**src/rtl/stoch_pool_pkg.sv**
```systemverilog
// Shared constants and elaboration helpers for the signed stochastic pooling layer.
package stoch_pool_pkg;

    localparam int unsigned MODE_MAX = 0;
    localparam int unsigned MODE_AVG = 1;

    // Signed add clamped to the range of a w-bit two's-complement counter.
    function automatic int sat_add(input int a, input int b, input int unsigned w);
        int hi;
        int lo;
        int s;
        hi = (1 << (w - 1)) - 1;
        lo = -hi - 1;
        s  = a + b;
        if (s > hi) begin
            s = hi;
        end else if (s < lo) begin
            s = lo;
        end
        return s;
    endfunction

    // Pooled output extent; degenerate geometries return 1 and are rejected by the top.
    function automatic int unsigned out_dim(input int unsigned im, input int unsigned pad,
                                            input int unsigned kern, input int unsigned stride);
        if (stride == 0 || kern > im + 2 * pad) begin
            return 1;
        end
        return (im + 2 * pad - kern) / stride + 1;
    endfunction

endpackage

```
**src/rtl/stoch_signed_window_pool.sv**
```systemverilog
// One pooling window over N signed bitstreams: counter-tracked argmax or residue-accumulator mean.
module stoch_signed_window_pool
    import stoch_pool_pkg::*;
#(
    parameter int unsigned N            = 4,
    parameter int unsigned MODE         = MODE_MAX,
    parameter int unsigned COUNTER_SIZE = 8
) (
    input  logic         i_clk,
    input  logic         i_rst_n,
    input  logic         i_en,
    input  logic         i_clr,
    input  logic [N-1:0] i_p,
    input  logic [N-1:0] i_m,
    output logic         o_y_p,
    output logic         o_y_m
);

    logic w_y_p_nxt;
    logic w_y_m_nxt;
    logic r_y_p;
    logic r_y_m;

    if (MODE == MODE_MAX) begin : g_max
        localparam int unsigned SW = (N > 1) ? $clog2(N) : 1;

        logic signed [COUNTER_SIZE-1:0] r_cnt [N];
        logic signed [COUNTER_SIZE-1:0] w_best;
        logic [SW-1:0]                  w_argmax;
        logic [SW-1:0]                  r_sel;

        // Strict greater-than keeps the lowest index on ties.
        always_comb begin
            w_best    = r_cnt[0];
            w_argmax  = '0;
            for (int i = 1; i < int'(N); i++) begin
                if (r_cnt[i] > w_best) begin
                    w_best   = r_cnt[i];
                    w_argmax = SW'(i);
                end
            end
            w_y_p_nxt = i_p[r_sel];
            w_y_m_nxt = i_m[r_sel];
        end

        always_ff @(posedge i_clk or negedge i_rst_n) begin
            if (!i_rst_n) begin
                for (int i = 0; i < int'(N); i++) r_cnt[i] <= '0;
                r_sel <= '0;
            end else if (i_clr) begin
                for (int i = 0; i < int'(N); i++) r_cnt[i] <= '0;
                r_sel <= '0;
            end else if (i_en) begin
                for (int i = 0; i < int'(N); i++) begin
                    r_cnt[i] <= COUNTER_SIZE'(sat_add(int'(r_cnt[i]),
                                                      int'(i_p[i]) - int'(i_m[i]),
                                                      COUNTER_SIZE));
                end
                r_sel <= w_argmax;
            end
        end
    end else begin : g_avg
        localparam int unsigned AW = COUNTER_SIZE + $clog2(N) + 1;

        if (AW > 31) begin : g_bad_width
            $error("stoch_signed_window_pool: accumulator wider than 31 bits");
        end

        logic signed [AW-1:0] r_acc;
        logic signed [AW-1:0] w_acc_nxt;
        int                   w_sum;

        // Emit one output pulse per N units of accumulated signed mass.
        always_comb begin
            w_sum = int'(r_acc);
            for (int i = 0; i < int'(N); i++) begin
                w_sum = w_sum + int'(i_p[i]) - int'(i_m[i]);
            end
            w_y_p_nxt = 1'b0;
            w_y_m_nxt = 1'b0;
            w_acc_nxt = AW'(w_sum);
            if (w_sum >= int'(N)) begin
                w_y_p_nxt = 1'b1;
                w_acc_nxt = AW'(w_sum - int'(N));
            end else if (w_sum <= -int'(N)) begin
                w_y_m_nxt = 1'b1;
                w_acc_nxt = AW'(w_sum + int'(N));
            end
        end

        always_ff @(posedge i_clk or negedge i_rst_n) begin
            if (!i_rst_n) begin
                r_acc <= '0;
            end else if (i_clr) begin
                r_acc <= '0;
            end else if (i_en) begin
                r_acc <= w_acc_nxt;
            end
        end
    end

    always_ff @(posedge i_clk or negedge i_rst_n) begin
        if (!i_rst_n) begin
            r_y_p <= 1'b0;
            r_y_m <= 1'b0;
        end else if (i_clr) begin
            r_y_p <= 1'b0;
            r_y_m <= 1'b0;
        end else if (i_en) begin
            r_y_p <= w_y_p_nxt;
            r_y_m <= w_y_m_nxt;
        end
    end

    assign o_y_p = r_y_p;
    assign o_y_m = r_y_m;

endmodule

```
**src/rtl/stoch_signed_pool2d.sv**
```systemverilog
// Signed stochastic 2-D pooling layer: pads and gathers each window, shares one warm-up counter.
module stoch_signed_pool2d
    import stoch_pool_pkg::*;
#(
    parameter  int unsigned IM_HEIGHT    = 4,
    parameter  int unsigned IM_WIDTH     = 4,
    parameter  int unsigned CHANNELS     = 2,
    parameter  int unsigned KERNEL_H     = 2,
    parameter  int unsigned KERNEL_W     = 2,
    parameter  int unsigned PAD_H        = 0,
    parameter  int unsigned PAD_W        = 0,
    parameter  int unsigned STRIDE_H     = 2,
    parameter  int unsigned STRIDE_W     = 2,
    parameter  int unsigned MODE         = MODE_MAX,
    parameter  int unsigned COUNTER_SIZE = 8,
    parameter  int unsigned WARMUP       = 16,
    localparam int unsigned OUT_HEIGHT   = out_dim(IM_HEIGHT, PAD_H, KERNEL_H, STRIDE_H),
    localparam int unsigned OUT_WIDTH    = out_dim(IM_WIDTH, PAD_W, KERNEL_W, STRIDE_W),
    localparam int unsigned IN_BITS      = CHANNELS * IM_HEIGHT * IM_WIDTH,
    localparam int unsigned OUT_BITS     = CHANNELS * OUT_HEIGHT * OUT_WIDTH
) (
    input  logic                CLK,
    input  logic                nRST,
    input  logic                en,
    input  logic                clr,
    input  logic [IN_BITS-1:0]  x_p,
    input  logic [IN_BITS-1:0]  x_m,
    output logic [OUT_BITS-1:0] y_p,
    output logic [OUT_BITS-1:0] y_m,
    output logic                valid
);

    localparam int unsigned N  = KERNEL_H * KERNEL_W;
    localparam int unsigned WW = (WARMUP > 0) ? $clog2(WARMUP + 1) : 1;

    if (KERNEL_H > IM_HEIGHT + 2 * PAD_H || KERNEL_W > IM_WIDTH + 2 * PAD_W) begin : g_bad_kernel
        $error("stoch_signed_pool2d: kernel larger than padded image");
    end
    if (STRIDE_H < 1 || STRIDE_W < 1) begin : g_bad_stride
        $error("stoch_signed_pool2d: stride must be at least 1");
    end

    for (genvar ch = 0; ch < CHANNELS; ch++) begin : g_ch
        for (genvar orow = 0; orow < OUT_HEIGHT; orow++) begin : g_row
            for (genvar ocol = 0; ocol < OUT_WIDTH; ocol++) begin : g_col
                localparam int unsigned OB = ch * OUT_HEIGHT * OUT_WIDTH + ocol * OUT_HEIGHT + orow;

                logic [N-1:0] w_p;
                logic [N-1:0] w_m;

                // Window elements are numbered column-major, matching the stream layout.
                for (genvar kc = 0; kc < KERNEL_W; kc++) begin : g_kc
                    for (genvar kr = 0; kr < KERNEL_H; kr++) begin : g_kr
                        localparam int unsigned E  = kc * KERNEL_H + kr;
                        localparam int unsigned PR = orow * STRIDE_H + kr;
                        localparam int unsigned PC = ocol * STRIDE_W + kc;

                        if (PR < PAD_H || PR >= PAD_H + IM_HEIGHT ||
                            PC < PAD_W || PC >= PAD_W + IM_WIDTH) begin : g_pad
                            assign w_p[E] = 1'b0;
                            assign w_m[E] = 1'b0;
                        end else begin : g_real
                            localparam int unsigned XB = ch * IM_HEIGHT * IM_WIDTH +
                                                         (PC - PAD_W) * IM_HEIGHT + (PR - PAD_H);
                            assign w_p[E] = x_p[XB];
                            assign w_m[E] = x_m[XB];
                        end
                    end
                end

                stoch_signed_window_pool #(
                    .N            (N),
                    .MODE         (MODE),
                    .COUNTER_SIZE (COUNTER_SIZE)
                ) u_win (
                    .i_clk   (CLK),
                    .i_rst_n (nRST),
                    .i_en    (en),
                    .i_clr   (clr),
                    .i_p     (w_p),
                    .i_m     (w_m),
                    .o_y_p   (y_p[OB]),
                    .o_y_m   (y_m[OB])
                );
            end
        end
    end

    logic [WW-1:0] r_wcnt;
    logic          r_valid;

    // Warm-up count saturates; valid latches the cycle after the count is reached.
    always_ff @(posedge CLK or negedge nRST) begin
        if (!nRST) begin
            r_wcnt  <= '0;
            r_valid <= 1'b0;
        end else if (clr) begin
            r_wcnt  <= '0;
            r_valid <= 1'b0;
        end else begin
            if (en && r_wcnt != WW'(WARMUP)) begin
                r_wcnt <= r_wcnt + WW'(1);
            end
            if (r_wcnt == WW'(WARMUP)) begin
                r_valid <= 1'b1;
            end
        end
    end

    assign valid = r_valid;

endmodule

```
**config.mk**
```make
export PLATFORM = sky130hd
export DESIGN_NAME = stoch_signed_pool2d
export DESIGN_NICKNAME = d
export VERILOG_FILES = /design/src/rtl/stoch_pool_pkg.sv /design/src/rtl/stoch_signed_window_pool.sv /design/src/rtl/stoch_signed_pool2d.sv
export SDC_FILE = /design/constraint.sdc
export NUM_CORES = 1
export LEC_CHECK = 0
export CAP_MARGIN = 20
export CORE_MARGIN = 2
export CORE_UTILIZATION = 41
export CTS_CLUSTER_DIAMETER = 40
export CTS_CLUSTER_SIZE = 28
export DETAILED_ROUTE_END_ITERATION = 10
export PLACE_DENSITY = 0.66
export SYNTH_ARGS = -nofsm -noshare
export SYNTH_HDL_FRONTEND = slang
export SYNTH_HIERARCHICAL = 1
export SYNTH_SLANG_ARGS = --single-unit
```
**constraint.sdc**
```tcl
create_clock -name CLK -period 5.64 [get_ports CLK]
set_input_delay 0.846 -clock CLK [delete_from_list [all_inputs] [get_ports CLK]]
set_output_delay 0.846 -clock CLK [all_outputs]
set_load 0.005 [all_outputs]
```
==> results of run 1 <==
-- where the power goes --
part / total, W / switching (W) / internal, W
Combinational: 0.00523 / 0.00281 / 0.00242
Clock: 0.00408 / 0.00128 / 0.00281
Sequential: 0.00280 / 0.000389 / 0.00241
-- logic make-up (layout without fill, tap and decap cells) --
kind of cell | Yosys count | count (layout) | synth area share
AO/OA/AOI/OAI | 1104 | 1104 | 0.261
multiplexers | 143 | 143 | 0.0561
AND/OR/NAND/NOR | 778 | 778 | 0.125
flip-flops | 294 | 294 | 0.239
XOR/XNOR | 155 | 155 | 0.0449
buffers and inverters | 330 | 463 | 0.0434
other | 0 | 1 | 0
adder cells (fa/ha/maj) | 553 | 553 | 0.230
-- critical path, stage by stage, from the launching register on --
cell       delay (ns)
dfrtp_1          0.39
inv_1            0.06
ha_1             0.30
nor4b_1          0.25
o21ai_0          0.18
o21ai_2          0.46
mux2i_1          0.37
ha_1             0.31
a21o_1           0.17
a211oi_1         0.24
a211o_1          0.39
mux2_2           0.38
ha_1             0.28
nor2b_1          0.13
o211ai_1         0.16
a21oi_1          0.09
a2111oi_0        0.34
o221a_2          0.29
a211oi_1         0.07
-- placed cells by master, fill, tap and decap left out, types with 12 or more instances in the layout --
cell	Yosys	routed
ha_1	482	482
dfrtp_1	294	294
nor2_1	293	292
inv_1	243	243
a21oi_1	237	237
a211oi_1	172	172
nand2_1	156	156
o21ai_0	154	154
mux2i_1	88	88
xnor2_1	84	84
clkdlybuf4s50_1	0	81
a21o_1	72	72
clkbuf_16	0	71
xor2_1	68	68
nor3_1	59	59
nand2b_1	48	48
o21ai_1	45	45
a221o_1	43	43
nand3_1	42	42
o21a_1	40	40
nor2b_1	37	37
o211ai_1	32	32
fa_1	32	32
mux2_2	27	27
nand4_1	25	25
o21bai_1	25	25
maj3_1	25	25
a211oi_2	24	24
a221oi_1	21	21
o22ai_1	19	19
a22oi_1	19	19
buf_4	4	18
a311oi_1	17	17
a211o_1	17	17
mux4_2	16	16
a31oi_1	15	15
maj3_2	14	14
o211a_1	13	13
or3_1	12	12
mux2_4	12	12
-- layout make-up --
| class | instances | area, sq um | share of cell area |
|---|---|---|---|
| diodes | 1 | 2.50 | 0.0000716 |
| clock buffers | 85 | 1930 | 0.0552 |
| clock inverters | 31 | 414 | 0.0119 |
| inverters | 243 | 912 | 0.0261 |
| multi-input cells | 2733 | 22100 | 0.632 |
| flip-flops and latches | 294 | 7360 | 0.211 |
| well taps | 969 | 1210 | 0.0347 |
| repair buffers | 104 | 1030 | 0.0295 |
-- worst max-delay path by stage --
stage,from,end,slack [ns],depth (start not counted)
finish,g_ch[0].g_row[1].g_col[1].u_win/g_max.r_cnt[31]$_DFFE_PN0P_,g_ch[0].g_row[1].g_col[1].u_win/g_max.r_sel[1]$_DFFE_PN0P_,0.62,18
floorplan,g_ch[1].g_row[0].g_col[0].u_win/g_max.r_cnt[20]$_DFFE_PN0P_,g_ch[1].g_row[0].g_col[0].u_win/g_max.r_sel[1]$_DFFE_PN0P_,0.99,20
CTS,g_ch[0].g_row[1].g_col[1].u_win/g_max.r_cnt[31]$_DFFE_PN0P_,g_ch[0].g_row[1].g_col[1].u_win/g_max.r_sel[1]$_DFFE_PN0P_,0.65,18
detailed placement,g_ch[0].g_row[1].g_col[0].u_win/g_max.r_cnt[31]$_DFFE_PN0P_,g_ch[0].g_row[1].g_col[0].u_win/g_max.r_sel[1]$_DFFE_PN0P_,0.68,18
global route,g_ch[0].g_row[1].g_col[1].u_win/g_max.r_cnt[31]$_DFFE_PN0P_,g_ch[0].g_row[1].g_col[1].u_win/g_max.r_sel[0]$_DFFE_PN0P_,0.23,18
global placement,g_ch[0].g_row[1].g_col[1].u_win/g_max.r_cnt[31]$_DFFE_PN0P_,g_ch[0].g_row[1].g_col[1].u_win/g_max.r_sel[1]$_DFFE_PN0P_,0.75,18
-- per-stage QoR --
stage	cells	util	area, sq um	power (W)
2_1_floorplan	3357	-	30800	0.00693
3_3_place_gp	4343	0.438	32600	0.00793
3_5_place_dp	4343	0.438	32600	0.00802
4_1_cts	4459	0.470	34900	0.0122
5_1_grt	4459	0.470	34900	0.0130
6_report	4460	0.470	34900	0.0121
-- layer usage --
metal	routed length, um	up-vias
met5	0	-
met4	1530	0
met3	2430	100
met2	34500	348
met1	35500	12185
li1	-	12883
-- flip-flops by register name, indices dropped and copies added, names as in the netlist --
register	count
g_ch.g_row.g_col.u_win/g_max.r_cnt	256
g_ch.g_row.g_col.u_win/g_max.r_sel	16
g_ch.g_row.g_col.u_win/o_y_m	8
g_ch.g_row.g_col.u_win/o_y_p	8
r_wcnt	5
valid	1
==> out/qor.csv, run 1 <==
stage,metric,value,unit
status,status,"finished, final reports clean",
sta,grt_setup_unrepaired,false,
detailed_routing,vias_per_cell,5.72,
floorplan,ioPinCount,85,
logic_synthesis,synth.distinct_cells,119,
logic_synthesis,synthMostInstantiatedCell,ha_1,
global_routing,gr-max-usage-layer,met2,
sta,fin_skew,0.0205,ns
clock_tree,numCtsBuffers,66,
critical_path,critPathRequiredTime,6.07,ns
floorplan,dieArea,77200,sq um
detailed_routing,routed_wl,73.9,mm
logic_synthesis,yosysWarnings,6,
clock_tree,cts_root_buf,clkbuf_16,
pwr,p_leak,16.5,nW
global_routing,gr-usage-all-layers,0.192,
place,place_congestion,0.860,
clock_tree,cts_setup_buffers,0,
clock_tree,cts_resized,0,
sta,relSlewSlack,0.270,
sta,hold_viol,0,
pwr,ir_worst_vdd,216,uV
logic_synthesis,synth_area,30800,sq um
critical_path,worst_setup_path_start_kind,flip-flop,
run,cap_viol_max_count,0,
sta,clock.fmax,199,MHz
sta,setup_viol,0,
place,port_buffers,84,
pwr,power_density,347,nW/um^2
place,dpl.hpwl,54.2,mm
global_routing,first_global_vias,25372,
clock_tree,h-tree-depth,3,
clock_tree,clk_latency,0.59,ns
floorplan,start_util,0.414,
critical_path,r2r-start,g_ch[0].g_row[1].g_col[1].u_win/g_max.r_cnt[31]$_DFFE_PN0P_,
critical_path,path_class,reg2reg,
critical_path,cp_max_fo,11,
floorplan,core,74300,sq um
logic_synthesis,ys_async_sr_fraction,1.00,
final_layout,fillers,7046,
global_routing,grt_start_max_net_pins,110,
detailed_routing,first_iter_violations,1359,
sta,holdWs,0.225,ns
sta,fin_crit,5.02,ns
sta,max_slew.worst_pin.slew,1.09,ns
logic_synthesis,synth_top_area_frac,0.239,
logic_synthesis,ys_ff_latch,294,
critical_path,worst-endpoint-arrival,5.44,ns
sta,fin_crit_sh,0.889,
critical_path,r2r_setup_slack,0.62,ns
global_routing,grt-ovfl-total,0,
min_path,hold_class,in2async,
global_routing,antenna_found_initial,0,
logic_synthesis,ys_seq_area_frac,0.239,
logic_synthesis,yosysTopAreaCell,dfrtp_1,
clock_tree,cts_tree,built,
critical_path,end_kind,flip-flop,
clock_tree,hold_buffers,0,
floorplan,dieHeight,278,um
place,place_ws,0.683,ns
detailed_routing,route.vias.total,25516,
sta,maxSlewViolCount,0,
global_routing,grt_pass1_wl,126,mm
global_routing,use_met2,0.321,
clock_tree,clockBufferDepth,3,
detailed_routing,wire_per_inst,16.6,um
logic_synthesis,synthTopCellsByArea,"dfrtp_1 (24%), ha_1 (20%), a211oi_1 (4.2%)",
global_routing,grtUsageMet3,0.0247,
detailed_routing,drc,0,
final_layout,flow.area_growth_from_synthesis,13.5,%
critical_path,r2r_end,g_ch[0].g_row[1].g_col[1].u_win/g_max.r_sel[1]$_DFFE_PN0P_,
final_layout,layout.nets,4024,
logic_synthesis,syn_nets,3939,
logic_synthesis,ys.flop_type,dfrtp_1,
final_layout,drive_above_1_share,0.101,
floorplan,die_x,278,um
critical_path,r2r_cells,18,
logic_synthesis,synth_edf_count,0,
sta,fin_tns_setup,0,ns
detailed_routing,drtAntennaViolNets,0,
sta,fin_ws,0.625,ns
clock_tree,clock_sinks,294,
global_routing,met1_usage,0.258,
logic_synthesis,synthTopCellsByCount,"ha_1 (482), dfrtp_1 (294), nor2_1 (293)",
logic_synthesis,syn_avg_cell_area,9.16,sq um
logic_synthesis,synth_cells,3357,
floorplan,rows,100,
detailed_routing,dr.pass1.iters,5,
clock_tree,path_clk_slew,0.05,ns
(Power assumes the default switching activity.)
==> run 2: changes to the inputs <==
Settings changed: CORE_UTILIZATION 41 to 47, PLACE_DENSITY 0.66 to 0.72.
==> run 2 against run 1 <==
  * Hold slack got worse by 0.017 ns
  * Routed wire length decreased by 0.34%
  * Die area decreased by 13%
  * Combinational power about the same
  * Sequential cell count unchanged
  * Fmax decreased by 0.97%
  * Final area decreased by 0.66%
  * Core utilization increased by 6.7 points
  * Sequential power about the same
  * Critical path type unchanged
  * Largest cell class unchanged
==> out/qor.csv, run 2 (synthesis results as in run 1) <==
stage,metric,value,unit,change
final_layout,regMostFlops,g_ch.g_row.g_col.u_win/g_max.r_cnt,,
floorplan,ioPinCount,85,,unchanged
sta,relSlewSlack,0.272,,+0.00220
min_path,hold_class,in2async,,
clock_tree,cts_resized,0,,unchanged
critical_path,r2r_setup_slack,0.58,ns,-0.05 ns
detailed_routing,drtAntennaViolNets,0,,unchanged
clock_tree,h-tree-depth,3,,unchanged
pwr,p_leak,16.5,nW,-0.14%
final_layout,final_cell_mix,"ha_1 (482), dfrtp_1 (294), nor2_1 (292), inv_1 (243), a21oi_1 (237)",,
pwr,finalPower,0.0120,W,-0.76%
final_layout,final_util,0.537,,+0.0673
sta,fin_tns_setup,0,ns,unchanged
floorplan,dieHeight,260,um,-6.5%
final_layout,flow.area_growth_from_synthesis,12.8,%,
global_routing,gr-max-usage-layer,met2,,
final_layout,layout.nets,4024,,unchanged
detailed_routing,drc,0,,unchanged
critical_path,path_buf_inv,0,,-1
global_routing,gr-usage-all-layers,0.222,,+0.0295
detailed_routing,routed_wl,73.7,mm,-0.34%
place,place_congestion,0.887,,+3.1%
place,place_ws,0.640,ns,-0.0436 ns
pwr,p_int,0.00753,W,-1.4%
global_routing,antenna_found_initial,5,,+5
clock_tree,hold_buffers,0,,unchanged
pwr,comb_power_share,0.436,,+0.004
critical_path,path_class,reg2reg,,
clock_tree,clock_sinks,294,,unchanged
global_routing,grt_pass1_wl,126,mm,+0.16%
detailed_routing,dr.pass1.iters,5,,unchanged
clock_tree,clk_latency,0.60,ns,about the same
final_layout,final_common_cell,ha_1,,
pwr,switchingPower,0.00450,W,+0.35%
final_layout,drive_above_1_share,0.0995,,-0.00140
pwr,power_density,346,nW/um^2,about the same
detailed_routing,vias_per_cell,5.92,,+3.5%
critical_path,end_kind,flip-flop,,
place,dpl.hpwl,54.1,mm,-0.26%
pwr,switching_share,0.374,,+0.00412
critical_path,worst-endpoint-arrival,5.49,ns,+0.05 ns
sta,fin_skew,0.0240,ns,+0.00350 ns
floorplan,start_util,0.476,,+0.0624
clock_tree,cts_tree,built,,
run,cap_viol_max_count,0,,unchanged
floorplan,die_x,260,um,-6.5%
detailed_routing,route.vias.total,25730,,+0.84%
sta,fin_crit,5.06,ns,+0.0491 ns
pwr,ir_worst_vdd,203,uV,-6.0%
critical_path,worst_setup_path_start_kind,flip-flop,,
floorplan,rows,93,,-7.0%
critical_path,crit_chain,ha_1 -> or4b_4 -> o32ai_4 -> mux2i_1 -> ha_1 -> and4_1 -> nand4_1 -> o311ai_1 -> o32ai_4 -> nor2_1 -> a21oi_1 -> ha_1 -> a21o_1 -> a211oi_1 -> a21oi_1 -> a21oi_1 -> a211oi_1,,
clock_tree,numCtsBuffers,68,,+3.0%
sta,maxSlewViolCount,0,,unchanged
critical_path,critPathRequiredTime,6.06,ns,about the same
sta,setup_viol,0,,unchanged
detailed_routing,wire_per_inst,16.9,um,+2.2%
critical_path,cp_top_family,compound AO/OA/AOI/OAI gates,,
critical_path,r2r_cells,17,,-1
sta,max_slew.worst_pin.slew,1.09,ns,-0.00329 ns
global_routing,grt-ovfl-total,0,,unchanged
pwr,clockPowerShare,0.332,,-0.005
final_layout,top_regs,"g_ch.g_row.g_col.u_win/g_max.r_cnt (256), g_ch.g_row.g_col.u_win/g_max.r_sel (16)",,
critical_path,cp_max_fo,18,,+7
clock_tree,cts_root_buf,clkbuf_16,,
sta,fin_crit_sh,0.898,,+0.00871
floorplan,dieArea,67500,sq um,-13%
sta,fin_ws,0.576,ns,-0.0491 ns
global_routing,use_met2,0.348,,+0.0274
sta,clock.fmax,197,MHz,-0.97%
place,port_buffers,84,,unchanged
critical_path,r2r-start,g_ch[0].g_row[1].g_col[0].u_win/g_max.r_cnt[23]$_DFFE_PN0P_,,
global_routing,grtUsageMet3,0.0362,,+0.0115
status,status,"finished, final reports clean",,
floorplan,core,64600,sq um,-13%
global_routing,grt_start_max_net_pins,105,,-4.5%
global_routing,met1_usage,0.312,,+0.0548
sta,grt_setup_unrepaired,false,,
detailed_routing,first_iter_violations,1510,,+11%
clock_tree,cts_setup_buffers,0,,unchanged
pwr,seq_power_share,0.232,,about the same
sta,hold_viol,0,,unchanged
critical_path,critPathMaxStageDelay,0.57,ns,+0.11 ns
global_routing,first_global_vias,25242,,-0.51%
clock_tree,path_clk_slew,0.05,ns,about the same
critical_path,critPathSlowestCell,o32ai_4,,
final_layout,largest_register_ffs,256,,unchanged
critical_path,r2r_end,g_ch[0].g_row[1].g_col[0].u_win/g_max.r_sel[0]$_DFFE_PN0P_,,
clock_tree,clockBufferDepth,3,,unchanged
[run 2: worst register-to-register path, stage by stage, from the launching register on]
cell and delay [ns]:
dfrtp_1 0.42, ha_1 0.34, or4b_4 0.48, o32ai_4 0.51, mux2i_1 0.37, ha_1 0.31
and4_1 0.19, nand4_1 0.08, o311ai_1 0.13, o32ai_4 0.58, nor2_1 0.13, a21oi_1 0.18
ha_1 0.27, a21o_1 0.19, a211oi_1 0.30, a21oi_1 0.11, a21oi_1 0.21, a211oi_1 0.10
[run 2: worst max path at each step]
stage | start | end | slack [ns] | cells past startpoint
floorplan | g_ch[1].g_row[0].g_col[0].u_win/g_max.r_cnt[20]$_DFFE_PN0P_ | g_ch[1].g_row[0].g_col[0].u_win/g_max.r_sel[1]$_DFFE_PN0P_ | 0.99 | 20
global placement | g_ch[0].g_row[0].g_col[1].u_win/g_max.r_cnt[31]$_DFFE_PN0P_ | g_ch[0].g_row[0].g_col[1].u_win/g_max.r_sel[1]$_DFFE_PN0P_ | 0.71 | 18
detailed placement | g_ch[0].g_row[1].g_col[0].u_win/g_max.r_cnt[31]$_DFFE_PN0P_ | g_ch[0].g_row[1].g_col[0].u_win/g_max.r_sel[1]$_DFFE_PN0P_ | 0.64 | 18
CTS | g_ch[0].g_row[1].g_col[0].u_win/g_max.r_cnt[23]$_DFFE_PN0P_ | g_ch[0].g_row[1].g_col[0].u_win/g_max.r_sel[0]$_DFFE_PN0P_ | 0.62 | 17
global route | g_ch[1].g_row[1].g_col[0].u_win/g_max.r_cnt[31]$_DFFE_PN0P_ | g_ch[1].g_row[1].g_col[0].u_win/g_max.r_sel[1]$_DFFE_PN0P_ | 0.18 | 18
finish | g_ch[0].g_row[1].g_col[0].u_win/g_max.r_cnt[23]$_DFFE_PN0P_ | g_ch[0].g_row[1].g_col[0].u_win/g_max.r_sel[0]$_DFFE_PN0P_ | 0.58 | 17
[run 2: cell type report]
class | count | area, sq um
Clock inverter | 30 | 362
Inverter | 243 | 912
Sequential cell | 294 | 7360
Fill cell | 5818 | 29900
Clock buffer | 87 | 1920
Antenna cell | 3 | 7.51
Timing Repair Buffer | 102 | 1000
Tap cell | 855 | 1070
Multi-Input combinational cell | 2733 | 22100
[run 2: power groups by stage]
stage	Clock, W	Combinational [W]	Sequential (W)
after floorplan	0	0.00424	0.00269
after global placement	0	0.00507	0.00282
after detailed placement	0	0.00518	0.00282
after CTS	0.00409	0.00522	0.00279
after global routing	0.00419	0.00593	0.00284
final	0.00399	0.00524	0.00279
[run 2: stage by stage]
stage          std cells  instance area, sq um  hold slack, ns
6_report            4347                 34700           0.207
5_1_grt             4344                 34700           0.254
4_1_cts             4344                 34700           0.225
3_5_place_dp        4227                 32400           0.488
3_3_place_gp        4227                 32400           0.480
2_1_floorplan       3357                 30800           0.487
[run 2: routing by layer]
layer,routed length (um),share of wire
met4,1320,0.018
met3,3810,0.052
met1,35700,0.48
met5,25,0.00034
met2,32800,0.45
==> run 3: changes to the inputs <==
Settings changed: CTS_BUF_LIST set to sky130_fd_sc_hd__clkbuf_2 sky130_fd_sc_hd__clkbuf_4 sky130_fd_sc_hd__clkbuf_8.
==> run 3 against run 2 <==
  * Global-route usage decreased by 0.12 points
  * Final cell count stayed put
  * Final area shrank 2.2%
==> out/qor.csv, run 3 (synthesis results as in run 1) <==
stage,metric,value,unit,change
sta,fin_crit_sh,0.891,,-0.00659
sta,holdWs,0.158,ns,-0.0487 ns
status,status,"finished, final reports clean",,
detailed_routing,vias_per_cell,5.91,,-0.20%
clock_tree,cts_root_buf,clkbuf_8,,
critical_path,crit_chain,ha_1 -> or4b_4 -> o32ai_4 -> mux2i_1 -> ha_1 -> and4_1 -> nand4_1 -> o311ai_1 -> o32ai_4 -> nor2_1 -> a21oi_1 -> ha_1 -> a21o_1 -> a211oi_1 -> a21oi_1 -> a21oi_1 -> a211oi_1,,
floorplan,dieHeight,260,um,unchanged
global_routing,met1_usage,0.312,,-0.000571
clock_tree,cts_tree,built,,
sta,clock.fmax,199,MHz,+0.74%
critical_path,r2r_setup_slack,0.61,ns,+0.04 ns
final_layout,final_common_cell,ha_1,,
global_routing,antenna_found_initial,6,,+1
global_routing,gr-max-usage-layer,met2,,
place,dpl.hpwl,54.1,mm,unchanged
clock_tree,hold_buffers,0,,unchanged
floorplan,core,64600,sq um,unchanged
detailed_routing,route.vias.total,25679,,-0.20%
global_routing,grt_start_max_net_pins,105,,unchanged
critical_path,cp_max_fo,18,,unchanged
run,cap_viol_max_count,0,,unchanged
final_layout,final_cell_mix,"ha_1 (482), dfrtp_1 (294), nor2_1 (292), inv_1 (243), a21oi_1 (237)",,
floorplan,start_util,0.476,,unchanged
clock_tree,clock_sinks,294,,unchanged
final_layout,fillers,5881,,+1.1%
floorplan,rows,93,,unchanged
sta,max_slew.worst_pin.slew,1.09,ns,+0.000643 ns
detailed_routing,drtAntennaViolNets,0,,unchanged
critical_path,critPathMaxStageDelay,0.57,ns,about the same
global_routing,gr-usage-all-layers,0.220,,-0.00120
place,place_congestion,0.887,,unchanged
clock_tree,clk_latency,0.64,ns,+0.04 ns
global_routing,first_global_vias,25101,,-0.56%
critical_path,cp_top_family,compound AO/OA/AOI/OAI gates,,
sta,hold_viol,0,,unchanged
global_routing,grt_pass1_wl,125,mm,-0.54%
clock_tree,cts_setup_buffers,0,,unchanged
sta,relSlewSlack,0.272,,-0.000430
final_layout,drive_above_1_share,0.102,,+0.00229
pwr,power_density,318,nW/um^2,-8.1%
detailed_routing,first_iter_violations,1416,,-6.2%
critical_path,path_buf_inv,0,,unchanged
clock_tree,cts_resized,0,,unchanged
detailed_routing,dr.pass1.iters,7,,+2
floorplan,dieArea,67500,sq um,unchanged
sta,fin_ws,0.613,ns,+0.0371 ns
pwr,p_leak,16.2,nW,-2.1%
final_layout,top_regs,"g_ch.g_row.g_col.u_win/g_max.r_cnt (256), g_ch.g_row.g_col.u_win/g_max.r_sel (16)",,
detailed_routing,wire_per_inst,16.9,um,-0.35%
critical_path,worst-endpoint-arrival,5.52,ns,+0.03 ns
critical_path,path_class,reg2reg,,
place,place_ws,0.640,ns,unchanged
global_routing,grtUsageMet3,0.0343,,-0.00185
critical_path,critPathSlowestCell,o32ai_4,,
sta,setup_viol,0,,unchanged
floorplan,ioPinCount,85,,unchanged
floorplan,die_x,260,um,unchanged
sta,fin_skew,0.0305,ns,+0.00655 ns
detailed_routing,drc,0,,unchanged
sta,fin_tns_setup,0,ns,unchanged
critical_path,end_kind,flip-flop,,
clock_tree,numCtsBuffers,68,,unchanged
final_layout,final_util,0.525,,-0.0119
pwr,ir_worst_vdd,148,uV,-27%
final_layout,flow.area_growth_from_synthesis,10.3,%,
global_routing,use_met2,0.347,,-0.00170
min_path,hold_class,in2async,,
sta,maxSlewViolCount,0,,unchanged
sta,fin_crit,5.03,ns,-0.0371 ns
final_layout,largest_register_ffs,256,,unchanged
clock_tree,clockBufferDepth,3,,unchanged
detailed_routing,routed_wl,73.4,mm,-0.35%
global_routing,grt-ovfl-total,0,,unchanged
critical_path,worst_setup_path_start_kind,flip-flop,,
clock_tree,h-tree-depth,3,,unchanged
final_layout,layout.nets,4024,,unchanged
clock_tree,path_clk_slew,0.07,ns,+0.02 ns
place,port_buffers,84,,unchanged
final_layout,regMostFlops,g_ch.g_row.g_col.u_win/g_max.r_cnt,,
sta,grt_setup_unrepaired,false,,
critical_path,critPathRequiredTime,6.13,ns,+0.07 ns
-- run 3: changes by cell type in the layout (fill, tap and decap cells not counted), sizes merged --
cell	previous run	this run
clkinvlp	3	4
inv	246	245
-- run 3: worst paths after layout --
kind / cells after the start / from / to
max: 17 / g_ch[0].g_row[1].g_col[0].u_win/g_max.r_cnt[23]$_DFFE_PN0P_ / g_ch[0].g_row[1].g_col[0].u_win/g_max.r_sel[0]$_DFFE_PN0P_
min in group CLK: 2 / valid$_DFFE_PN0P_ / valid$_DFFE_PN0P_
min: 1 / nRST / g_ch[1].g_row[1].g_col[1].u_win/g_max.r_cnt[8]$_DFFE_PN0P_
min reg2reg: 2 / valid$_DFFE_PN0P_ / valid$_DFFE_PN0P_
max reg2reg: 17 / g_ch[0].g_row[1].g_col[0].u_win/g_max.r_cnt[23]$_DFFE_PN0P_ / g_ch[0].g_row[1].g_col[0].u_win/g_max.r_sel[0]$_DFFE_PN0P_
max in group asynchronous: 2 / nRST / g_ch[0].g_row[0].g_col[0].u_win/g_max.r_cnt[9]$_DFFE_PN0P_
-- run 3: layout make-up --
| cell class | instances | area, sq um | share of cell area |
|---|---|---|---|
| antenna | 3 | 7.51 | 0.000221 |
| multi-input combinational | 2733 | 22100 | 0.651 |
| clock buffer | 87 | 1150 | 0.0338 |
| tap | 855 | 1070 | 0.0315 |
| sequential | 294 | 7360 | 0.217 |
| clock inverter | 30 | 360 | 0.0106 |
| timing repair buffer | 102 | 1000 | 0.0295 |
| inverter | 243 | 912 | 0.0269 |
-- run 3: report_power, final --
group,internal (W),switching [W],total (W)
Sequential,0.00240,0.000387,0.00279
Clock,0.00166,0.00112,0.00278
Combinational,0.00242,0.00281,0.00523
-- run 3: worst reg2reg max path, cell delays in order, from the launching register on --
cell and delay (ns):
dfrtp_1 0.42, ha_1 0.34, or4b_4 0.48, o32ai_4 0.50, mux2i_1 0.37, ha_1 0.31, and4_1 0.19, nand4_1 0.08
o311ai_1 0.13, o32ai_4 0.57, nor2_1 0.13, a21oi_1 0.18, ha_1 0.27, a21o_1 0.18, a211oi_1 0.30, a21oi_1 0.11
a21oi_1 0.20, a211oi_1 0.10
-- run 3: layer usage --
layer,share of wire,vias up
li1,-,12866
met1,0.49,12254
met2,0.45,441
met3,0.044,110
met4,0.018,8
met5,0.00075,-
-- run 3: through the flow --
step	std cells	area (sq um)	total power, W
after floorplan	3357	30800	0.00693
after global placement	4227	32400	0.00788
after detailed placement	4227	32400	0.00800
after CTS	4344	33900	0.0109
after global routing	4345	33900	0.0117
final	4347	33900	0.0108
